<file path="src/rtl/button_debouncer_pkg.sv">
// Shared board constants and helpers for the push-button front end.
// Clock rate, debounce interval and the button index map are also used
// by the LED counter that consumes the debounced outputs.
package button_debouncer_pkg;

  localparam int unsigned CLK_HZ      = 12_000_000;
  localparam int unsigned DEBOUNCE_MS = 10;

  // Which pmod button drives which function downstream.
  localparam int unsigned BTN_RESET = 0;
  localparam int unsigned BTN_STEP  = 1;
  localparam int unsigned BTN_AUX0  = 2;
  localparam int unsigned BTN_AUX1  = 3;

  function automatic int unsigned ms_to_cycles(input int unsigned clk_hz,
                                               input int unsigned ms);
    return (clk_hz / 1000) * ms;
  endfunction

  // Counter must hold values up to DEBOUNCE_CYCLES.
  function automatic int unsigned cnt_width(input int unsigned n);
    return (n < 1) ? 1 : $clog2(n + 1);
  endfunction

  localparam int unsigned DEBOUNCE_CYCLES_DEFAULT = ms_to_cycles(CLK_HZ, DEBOUNCE_MS);

endpackage

</file>
<file path="src/rtl/button_debouncer_if.sv">
// Bundle of raw button pins and the conditioned outputs.
// master: the board/bench side that drives pins and observes results.
// slave:  the debouncer that consumes pins and produces results.
interface button_debouncer_if #(
  parameter int unsigned WIDTH = 4
);
  logic [WIDTH-1:0] pmod;
  logic [WIDTH-1:0] btn_level;
  logic [WIDTH-1:0] btn_press;
  logic [WIDTH-1:0] btn_release;

  modport master (
    output pmod,
    input  btn_level,
    input  btn_press,
    input  btn_release
  );

  modport slave (
    input  pmod,
    output btn_level,
    output btn_press,
    output btn_release
  );
endinterface

</file>
<file path="src/rtl/button_debouncer_channel.sv">
// One button: 2-FF synchronizer, restart-on-glitch counter filter, edge pulses.
// Level changes N+1 edges after a pin change lands in the first sync flop.
// Press/release pulses are registered and last exactly one cycle.
module debounce_channel
  import button_debouncer_pkg::*;
#(
  parameter int unsigned DEBOUNCE_CYCLES = 8,
  parameter bit          ACTIVE_LOW      = 1'b1
) (
  input  logic clock,
  input  logic reset,
  input  logic pin,
  output logic level_o,
  output logic press_o,
  output logic release_o
);

  localparam int unsigned        CNT_W        = cnt_width(DEBOUNCE_CYCLES);
  localparam logic [CNT_W-1:0]   CNT_LAST     = CNT_W'(DEBOUNCE_CYCLES - 1);
  // Raw pin value that means "not pressed"; sync flops start here so reset
  // does not look like a press.
  localparam logic               RELEASED_PIN = ACTIVE_LOW;

  logic             s1_q, s1_d;
  logic             s2_q, s2_d;
  logic             stable_q, stable_d;
  logic             press_q, press_d;
  logic             release_q, release_d;
  logic [CNT_W-1:0] cnt_q, cnt_d;
  logic             p;

  // Next-state: synchronize, count consecutive mismatches, accept after N.
  always_comb begin
    s1_d      = pin;
    s2_d      = s1_q;
    p         = s2_q ^ ACTIVE_LOW;
    stable_d  = stable_q;
    cnt_d     = '0;
    press_d   = 1'b0;
    release_d = 1'b0;
    if (p != stable_q) begin
      if (cnt_q == CNT_LAST) begin
        stable_d  = p;
        press_d   = p;
        release_d = ~p;
      end else begin
        cnt_d = cnt_q + CNT_W'(1);
      end
    end
  end

  // State registers; reset drops any count in progress without pulsing.
  always_ff @(posedge clock) begin
    if (reset) begin
      s1_q      <= RELEASED_PIN;
      s2_q      <= RELEASED_PIN;
      stable_q  <= 1'b0;
      cnt_q     <= '0;
      press_q   <= 1'b0;
      release_q <= 1'b0;
    end else begin
      s1_q      <= s1_d;
      s2_q      <= s2_d;
      stable_q  <= stable_d;
      cnt_q     <= cnt_d;
      press_q   <= press_d;
      release_q <= release_d;
    end
  end

  assign level_o   = stable_q;
  assign press_o   = press_q;
  assign release_o = release_q;

endmodule

</file>
<file path="src/rtl/button_debouncer.sv">
// Debounces WIDTH independent raw pmod buttons into level/press/release.
// Level latency is DEBOUNCE_CYCLES+1 edges after a pin change is first sampled.
// No backpressure: pulses are single-cycle and must be consumed when seen.
module button_debouncer
  import button_debouncer_pkg::*;
#(
  parameter int unsigned WIDTH           = 4,
  parameter int unsigned DEBOUNCE_CYCLES = DEBOUNCE_CYCLES_DEFAULT,
  parameter bit          ACTIVE_LOW      = 1'b1
) (
  input  logic               clock,
  input  logic               reset,
  button_debouncer_if.slave  bus
);

  logic [WIDTH-1:0] level;
  logic [WIDTH-1:0] press;
  logic [WIDTH-1:0] rel;

  // One fully independent filter per button.
  for (genvar g = 0; g < WIDTH; g++) begin : g_ch
    debounce_channel #(
      .DEBOUNCE_CYCLES (DEBOUNCE_CYCLES),
      .ACTIVE_LOW      (ACTIVE_LOW)
    ) u_ch (
      .clock     (clock),
      .reset     (reset),
      .pin       (bus.pmod[g]),
      .level_o   (level[g]),
      .press_o   (press[g]),
      .release_o (rel[g])
    );
  end

  assign bus.btn_level   = level;
  assign bus.btn_press   = press;
  assign bus.btn_release = rel;

endmodule

</file>
<file path="src/flat_wrapper.sv">
// flat-port wrapper written by rule: the top's interface ports become plain ports
module button_debouncer_flat import button_debouncer_pkg::*;
#(
  parameter int unsigned WIDTH           = 4,
  parameter int unsigned DEBOUNCE_CYCLES = DEBOUNCE_CYCLES_DEFAULT,
  parameter bit          ACTIVE_LOW      = 1'b1
)
  (clock, reset, bus_pmod, bus_btn_level, bus_btn_press, bus_btn_release);
  button_debouncer_if #(.WIDTH(WIDTH)) bus_i ();
  input  logic clock;
  input  logic reset;
  input wire logic [$bits(bus_i.pmod)-1:0] bus_pmod;
  output wire logic [$bits(bus_i.btn_level)-1:0] bus_btn_level;
  output wire logic [$bits(bus_i.btn_press)-1:0] bus_btn_press;
  output wire logic [$bits(bus_i.btn_release)-1:0] bus_btn_release;
  assign bus_i.pmod = bus_pmod;
  assign bus_btn_level = bus_i.btn_level;
  assign bus_btn_press = bus_i.btn_press;
  assign bus_btn_release = bus_i.btn_release;
  button_debouncer #(.WIDTH(WIDTH), .DEBOUNCE_CYCLES(DEBOUNCE_CYCLES), .ACTIVE_LOW(ACTIVE_LOW)) u_core (.clock(clock), .reset(reset), .bus(bus_i));
endmodule
</file>
<file path="config.mk">
export PLATFORM = sky130hd
export DESIGN_NAME = button_debouncer_flat
export DESIGN_NICKNAME = d
export VERILOG_FILES = /design/src/rtl/button_debouncer_pkg.sv /design/src/rtl/button_debouncer_if.sv /design/src/rtl/button_debouncer_channel.sv /design/src/rtl/button_debouncer.sv /design/src/flat_wrapper.sv
export SDC_FILE = /design/constraint.sdc
export NUM_CORES = 1
export LEC_CHECK = 0
export CAP_MARGIN = 10
export CORE_UTILIZATION = 60
export DETAILED_ROUTE_END_ITERATION = 8
export PLACE_DENSITY = 0.77
export SETUP_SLACK_MARGIN = 0.1
export SLEW_MARGIN = 20
export SYNTH_ARGS = -nofsm -noshare
export SYNTH_HDL_FRONTEND = slang
export SYNTH_HIERARCHICAL = 1
export SYNTH_SLANG_ARGS = --single-unit
</file>
<file path="constraint.sdc">
create_clock -name clock -period 1.8 [get_ports clock]
set_input_delay 0.36 -clock clock [delete_from_list [all_inputs] [get_ports clock]]
set_output_delay 0.36 -clock clock [all_outputs]
set_load 0.05 [all_outputs]
</file>
Yosys cells after proc, flatten, opt, wreduce, memory -nomap -nowiden
Index checks and enable logic that the tools add are counted.

Register bits after elaboration: 88. Input port bits: 6. Output and inout bits: 12. Logic and storage cells: 60.

Add/subtract/negate cells: 4. Equality and inequality tests: 8. Bitwise gates (word level): 12. Reduce and logical (&&, ||, !) cells: 12.

Operators by type and width (count): $add 17x1->17 const B (4); $eq 17x17->1 const B (4); $reduce_or 3->1 (8); $not 1->1 (12); $reduce_and 2->1 (4); $ne 1x1->1 (4).

Depth between registers and ports, before layout
Word-level depth: 4. Depth in mapped cells: 7. Mapped depth without buffers: 5.

Modules after synthesis
The synthesis kept the hierarchy.

By module, submodules not included: debounce_channel (times used 4, cells an instance 100, area each 965.9 um2, seq. area each 440.4 um2).

Worst setup path after synthesis
Ideal clock, no wire load.

Kind: reg-to-reg. From: reg u_core.g_ch[0].u_ch.cnt_q[0]. To: reg u_core.g_ch[0].u_ch.cnt_q[12]. Setup time: 0.115 ns. Arrival time: 1.396 ns. Required time: 1.685 ns. Path slack: 0.289 ns. Cell stages (with the launch flop): 8. Path buffers: 2. Period minus slack after synthesis: 1.511 ns. Path through: dfxtp_1 -> ha_1 -> clkbuf_2 -> and4bb_1 -> nand4_4 -> nand2_2 -> buf_6 -> nor2_1.

Word-level cells in the longest chain between the ends: 2. Elaborated cells on any way between the ends: 3. Classes of those cells: add/sub: 1; eq/ne: 1; reduce/logical: 1.

Ends and longest elaborated chain: from (decl) (line button_debouncer_channel.sv:29) `logic [CNT_W-1:0] cnt_q, cnt_d;`; from (signal assigned) (line button_debouncer_channel.sv:65) `cnt_q <= cnt_d;`; branches (longest 2 deep; another with $add 17x1->17).

Parallel ways; which one is timed is not known. A chain may end at the register's enable or synchronous reset.

Worst setup path after layout
From: reg u_core.g_ch[3].u_ch.cnt_q[0]. To: reg u_core.g_ch[3].u_ch.cnt_q[9].

Word-level cells in the longest chain between the ends: 2. Elaborated cells on any way between the ends: 3. Classes of those cells: add/sub: 1; eq/ne: 1; reduce/logical: 1.

Ends and longest elaborated chain (line): from (decl) (button_debouncer_channel.sv:29); from (signal assigned) (button_debouncer_channel.sv:65); branches (longest 2 deep; another with $add 17x1->17).

Parallel ways; which one is timed is not known.

==> run summary <==
The routed wire length is about 6600 um. The number of setup buffers added after CTS is 0. The number of cells on the worst hold path is 1. The area after detailed placement came out at slightly above 0.004 mm2. The weighted congestion at the end of routability-driven global placement came out at about 0.87. The number of pins with negative max-slew slack in the final report is 0. Summing the areas of all compound-gate instances in the mapped netlist gives 0% of the synthesized area.

In this design, the stage delay of the slowest critical-path cell is between 0.3 and 0.4 ns. The number of warnings printed during yosys synthesis came out at 6. The xor and xnor fraction of the mapped netlist area came out at approximately 15%. The number of nets still failing antenna checks after routing is 0. The die covers just under 0.007 mm2. The share of the cycle needed by the critical path after routing is ~87%. The largest driver fanout on the critical path is 16.

The total iterations of the first detailed-routing run came out at 4. The largest total area in the synthesized netlist belongs to dfxtp_1. Once the floorplan was initialized, standard cells occupied 63.7% of the core.

The buffer cell driving the clock tree root is clkbuf_8. Fill cells in the final layout number around 470. The clock tree from TritonCTS is yes. Row generation in the floorplan step produced 28 rows. The final setup violation count came out at 0. The via count of the first global-routing pass came to around 2,500. The worst hold path terminates at u_core/g_ch[1].u_ch/s2_q.

The final antenna diode count came out at 0. When the netlist entered floorplanning its net count stood at between 400 and 500. The count of max-cap constraint violations is 0. The largest buffer count on any clock path came out at 2.

The fraction of the mapped netlist area in adder cells came out at between 1 and 1.5%. The total congestion overflow is 0. The worst register-to-register path has a setup slack of approximately 0.23 ns.

The measured slew at the worst slew-check pin is 0.484 ns. The class of the tightest hold or removal check is reg2reg. The netlist area before placement came out at 0.00386 mm2. The detailed-route wire length per cell came out at between 10 and 15 um. The detail-routed via count per cell came out at ~5.6.

Counting cells, the worst reg-to-reg path comes to 5. The area growth from synthesis to layout came out at 12.6%. A synthesized cell averages ~9.7 um2. The summed area of non-filler cells in the final layout came out at 0.00435 mm2. The number of nets at the end of the flow came out at 437. The number of antenna violations at the first check in global routing is 0. The clock network latency to the later pin of the worst-skew pair came out at approximately 0.35 ns. For this design the top-level I/O count stands at 18.

The startpoint kind of the worst setup timing path is a flop. By area, the combinational part of the netlist is dominated by simple AND/OR/NAND/NOR gates. The count of unique library cells instantiated by Yosys came out at 25. The share of synthesized area in the top cell type comes to 45.6%. The critical hold path startpoint is u_core/g_ch[1].u_ch/s1_q. Setup repair after global routing left no endpoint under its margin. The count of port buffers added during placement came out at 17. The endpoint kind of the worst setup timing path is a flop. The chip width came out at between 80 and 90 um. The post-CTS clock slew at the launch and capture registers of the worst setup and hold paths came out at around 0.080 ns. The power per unit of standard cell area came out at 825 mW/mm2. The aggregate negative setup slack came out at 0 ns. The post-synthesis simple-gate area fraction is approximately a third. In this run the critical register-to-register path is captured at u_core/g_ch[3].u_ch/cnt_q[9]. The share of cells above drive strength 1 is 19.4%. The final hold violation count came out at 0. Based on the critical path, the design can be clocked at up to roughly 640 MHz. Clock tree synthesis inserted a total of 9 buffers. The max-slew headroom at the worst pin is about 68%. The signal on the critical path passes through ha_1, and4bb_1, nand4_4, nand2_2, nor2_1. In the synthesized netlist, mux cells make up under 10% of the area. The number of storage elements in the synthesis netlist is between 80 and 90. The flow ran to the end, and the final reports show no timing, DRC or antenna violations. The CTS sink count came out at 88. STA puts the critical path data arrival time at between 1.5 and 2 ns.

The number of H-tree levels is 3. Yosys attributes the largest share of cell area to dfxtp_1 46%, xnor2_1 9.1%, nor2_1 5.8%, xor2_1 5.4%, nor4_1 4.5%. The leakage power is ~1.5 nW. The global-route total usage across every layer is roughly 21%. The critical path start-end classification is reg2reg. On the critical path the largest part of the delay comes from simple AND/OR/NAND/NOR gates. The startpoint identified for the worst register-to-register timing path is u_core/g_ch[3].u_ch/cnt_q[0]. The standard cell with the maximum stage delay on the critical path is dfxtp_1. The first-iteration detailed-routing DRC count came out at 110. The clock period minus final worst setup slack came out at between 1.5 and 2 ns. The worst-case IR drop observed on VDD is 0.665 mV.

The total DRC errors in the routed layout is 0. The routed layout has roughly 2,800 vias. The number of instances in the synthesized netlist came out at 400. The die is 82.2 um tall. The first-pass GRT wire length is 11,100 um. Entering global routing, the biggest net connects 25 pins. Detailed placement ended at an HPWL of around 4600 um. The power consumption is approximately 0.0036 W.

The critical path contains buffers and inverters numbering 0 combined. The post-synthesis sequential area ratio is between 40% and 50%. The data required time of the worst path is 2.02 ns.

The floorplan step defined a core boundary enclosing slightly above 0.006 mm2. The worst-case clock skew is 0.0116 ns.
==> where the power goes <==
part	switching, W	total [W]	internal [W]
logic	0.0000315	0.0000576	0.0000262
clock network	0.000650	0.00157	0.000918
registers	0.00000629	0.00196	0.00196
total	0.000688	0.00359	0.00290
==> cell usage in the layout (no fill, tap or decap), types with 2 or more instances in the layout <==
| cell type | synthesis | routed |
|---|---|---|
| nand2_2 | 4 | 3 |
| ha_1 | 4 | 4 |
| nand3_1 | 20 | 20 |
| clkinv_2 | 0 | 2 |
| and4bb_2 | 4 | 4 |
| bufinv_16 | 0 | 3 |
| nor3_1 | 12 | 12 |
| mux2i_1 | 4 | 4 |
| and4b_1 | 4 | 4 |
| nor4_1 | 28 | 28 |
| nand4_4 | 4 | 4 |
| xnor2_1 | 40 | 40 |
| nor2_2 | 16 | 16 |
| inv_1 | 12 | 12 |
| clkbuf_8 | 0 | 9 |
| xor2_1 | 24 | 24 |
| nand4_1 | 24 | 24 |
| and4bb_1 | 4 | 4 |
| clkdlybuf4s50_1 | 0 | 5 |
| dfxtp_1 | 88 | 88 |
| nand4_2 | 8 | 8 |
| and3_1 | 4 | 4 |
| or2_2 | 8 | 8 |
| and4_2 | 4 | 4 |
| nand2_1 | 12 | 12 |
| buf_4 | 0 | 20 |
| dlygate4sd2_1 | 0 | 2 |
| nor2_1 | 60 | 60 |
==> worst register-to-register path, cell delays in order, from the launching register on <==
cell      delay [ns]
dfxtp_1         0.35
ha_1            0.27
and4bb_1        0.28
nand4_4         0.15
nand2_2         0.31
nor2_1          0.09
==> how the worst max path moves through the flow <==
| stage | start | to | cells after the start |
|---|---|---|---|
| 2_1_floorplan | u_core/g_ch[0].u_ch/cnt_q[0] | u_core/g_ch[0].u_ch/cnt_q[12] | 7 |
| 6_report | u_core/g_ch[3].u_ch/cnt_q[0] | u_core/g_ch[3].u_ch/cnt_q[9] | 5 |
| 4_1_cts | u_core/g_ch[2].u_ch/cnt_q[0] | u_core/g_ch[2].u_ch/cnt_q[8] | 5 |
| 3_5_place_dp | reset | u_core/g_ch[1].u_ch/cnt_q[2] | 5 |
| 5_1_grt | u_core/g_ch[0].u_ch/cnt_q[1] | u_core/g_ch[0].u_ch/cnt_q[7] | 5 |
| 3_3_place_gp | reset | u_core/g_ch[1].u_ch/cnt_q[5] | 5 |
==> kinds of logic after synthesis <==
family                     count (synthesis)
and+or+nand+nor                          216
DFF                                       88
xor gates and xnor gates                  64
buffers and inverters                     24
muxes                                      4
adders and majority gates                  4
==> metal layers <==
| metal | routed length, um | vias up | GRT usage, % |
|---|---|---|---|
| li1 | - | 1458 | - |
| met1 | 3280 | 1302 | 29.2 |
| met2 | 2970 | 57 | 32.8 |
| met3 | 246 | 4 | 5.60 |
| met4 | 63 | 0 | 7.37 |
| met5 | 0 | - | 0 |
==> state kept, by name, indices dropped and copies added, names as in the netlist <==
| name | count |
|---|---|
| u_core/g_ch.u_ch/release_o | 4 |
| u_core/g_ch.u_ch/press_o | 4 |
| u_core/g_ch.u_ch/s2_q | 4 |
| u_core/g_ch.u_ch/level_o | 4 |
| u_core/g_ch.u_ch/s1_q | 4 |
| u_core/g_ch.u_ch/cnt_q | 68 |
==> Yosys cell counts <==
| cell type | instances |
|---|---|
| xor2_1 | 24 |
| nand3_1 | 20 |
| and4_2 | 4 |
| xnor2_1 | 40 |
| inv_1 | 12 |
| mux2i_1 | 4 |
| buf_6 | 4 |
| nand2_1 | 12 |
| nor3_1 | 12 |
| and4bb_2 | 4 |
| nor2_2 | 16 |
| and4b_1 | 4 |
| buf_2 | 4 |
| or2_2 | 8 |
| nand2_2 | 4 |
| nor4_1 | 28 |
| dfxtp_1 | 88 |
| and4bb_1 | 4 |
| nand4_2 | 8 |
| clkbuf_2 | 4 |
| nand4_4 | 4 |
| nand4_1 | 24 |
| ha_1 | 4 |
| nor2_1 | 60 |
| and3_1 | 4 |
==> cell type report <==
cell class | count | area [um2] | area share, %
repair buffers | 28 | 238 | 5.46
multi-input cells | 288 | 1980 | 45.4
inverters | 12 | 45.0 | 1.04
flip-flops and latches | 88 | 1760 | 40.5
clock inverters | 6 | 108 | 2.47
well taps | 75 | 93.8 | 2.16
clock buffers | 10 | 128 | 2.93
==> metrics by stage <==
stage / hold slack (ns) / utilization, % / setup WS (ns) / cells
finish: 0.412 / 71.8 / 0.233 / 507
global route: 0.423 / 71.8 / 0.101 / 507
CTS: 0.414 / 71.7 / 0.155 / 507
detailed placement: 0.393 / 67.9 / 0.161 / 491
global placement: 0.390 / 67.9 / 0.205 / 491
floorplan: 0.389 / - / 0.289 / 400
==> what timing repair did <==
item,in CTS,in global routing
cloned,0,0
endpoints found under the setup margin,2,13
gates resized for setup,2,1
hold buffers,0,0
Power figures use the tool's default switching activity.
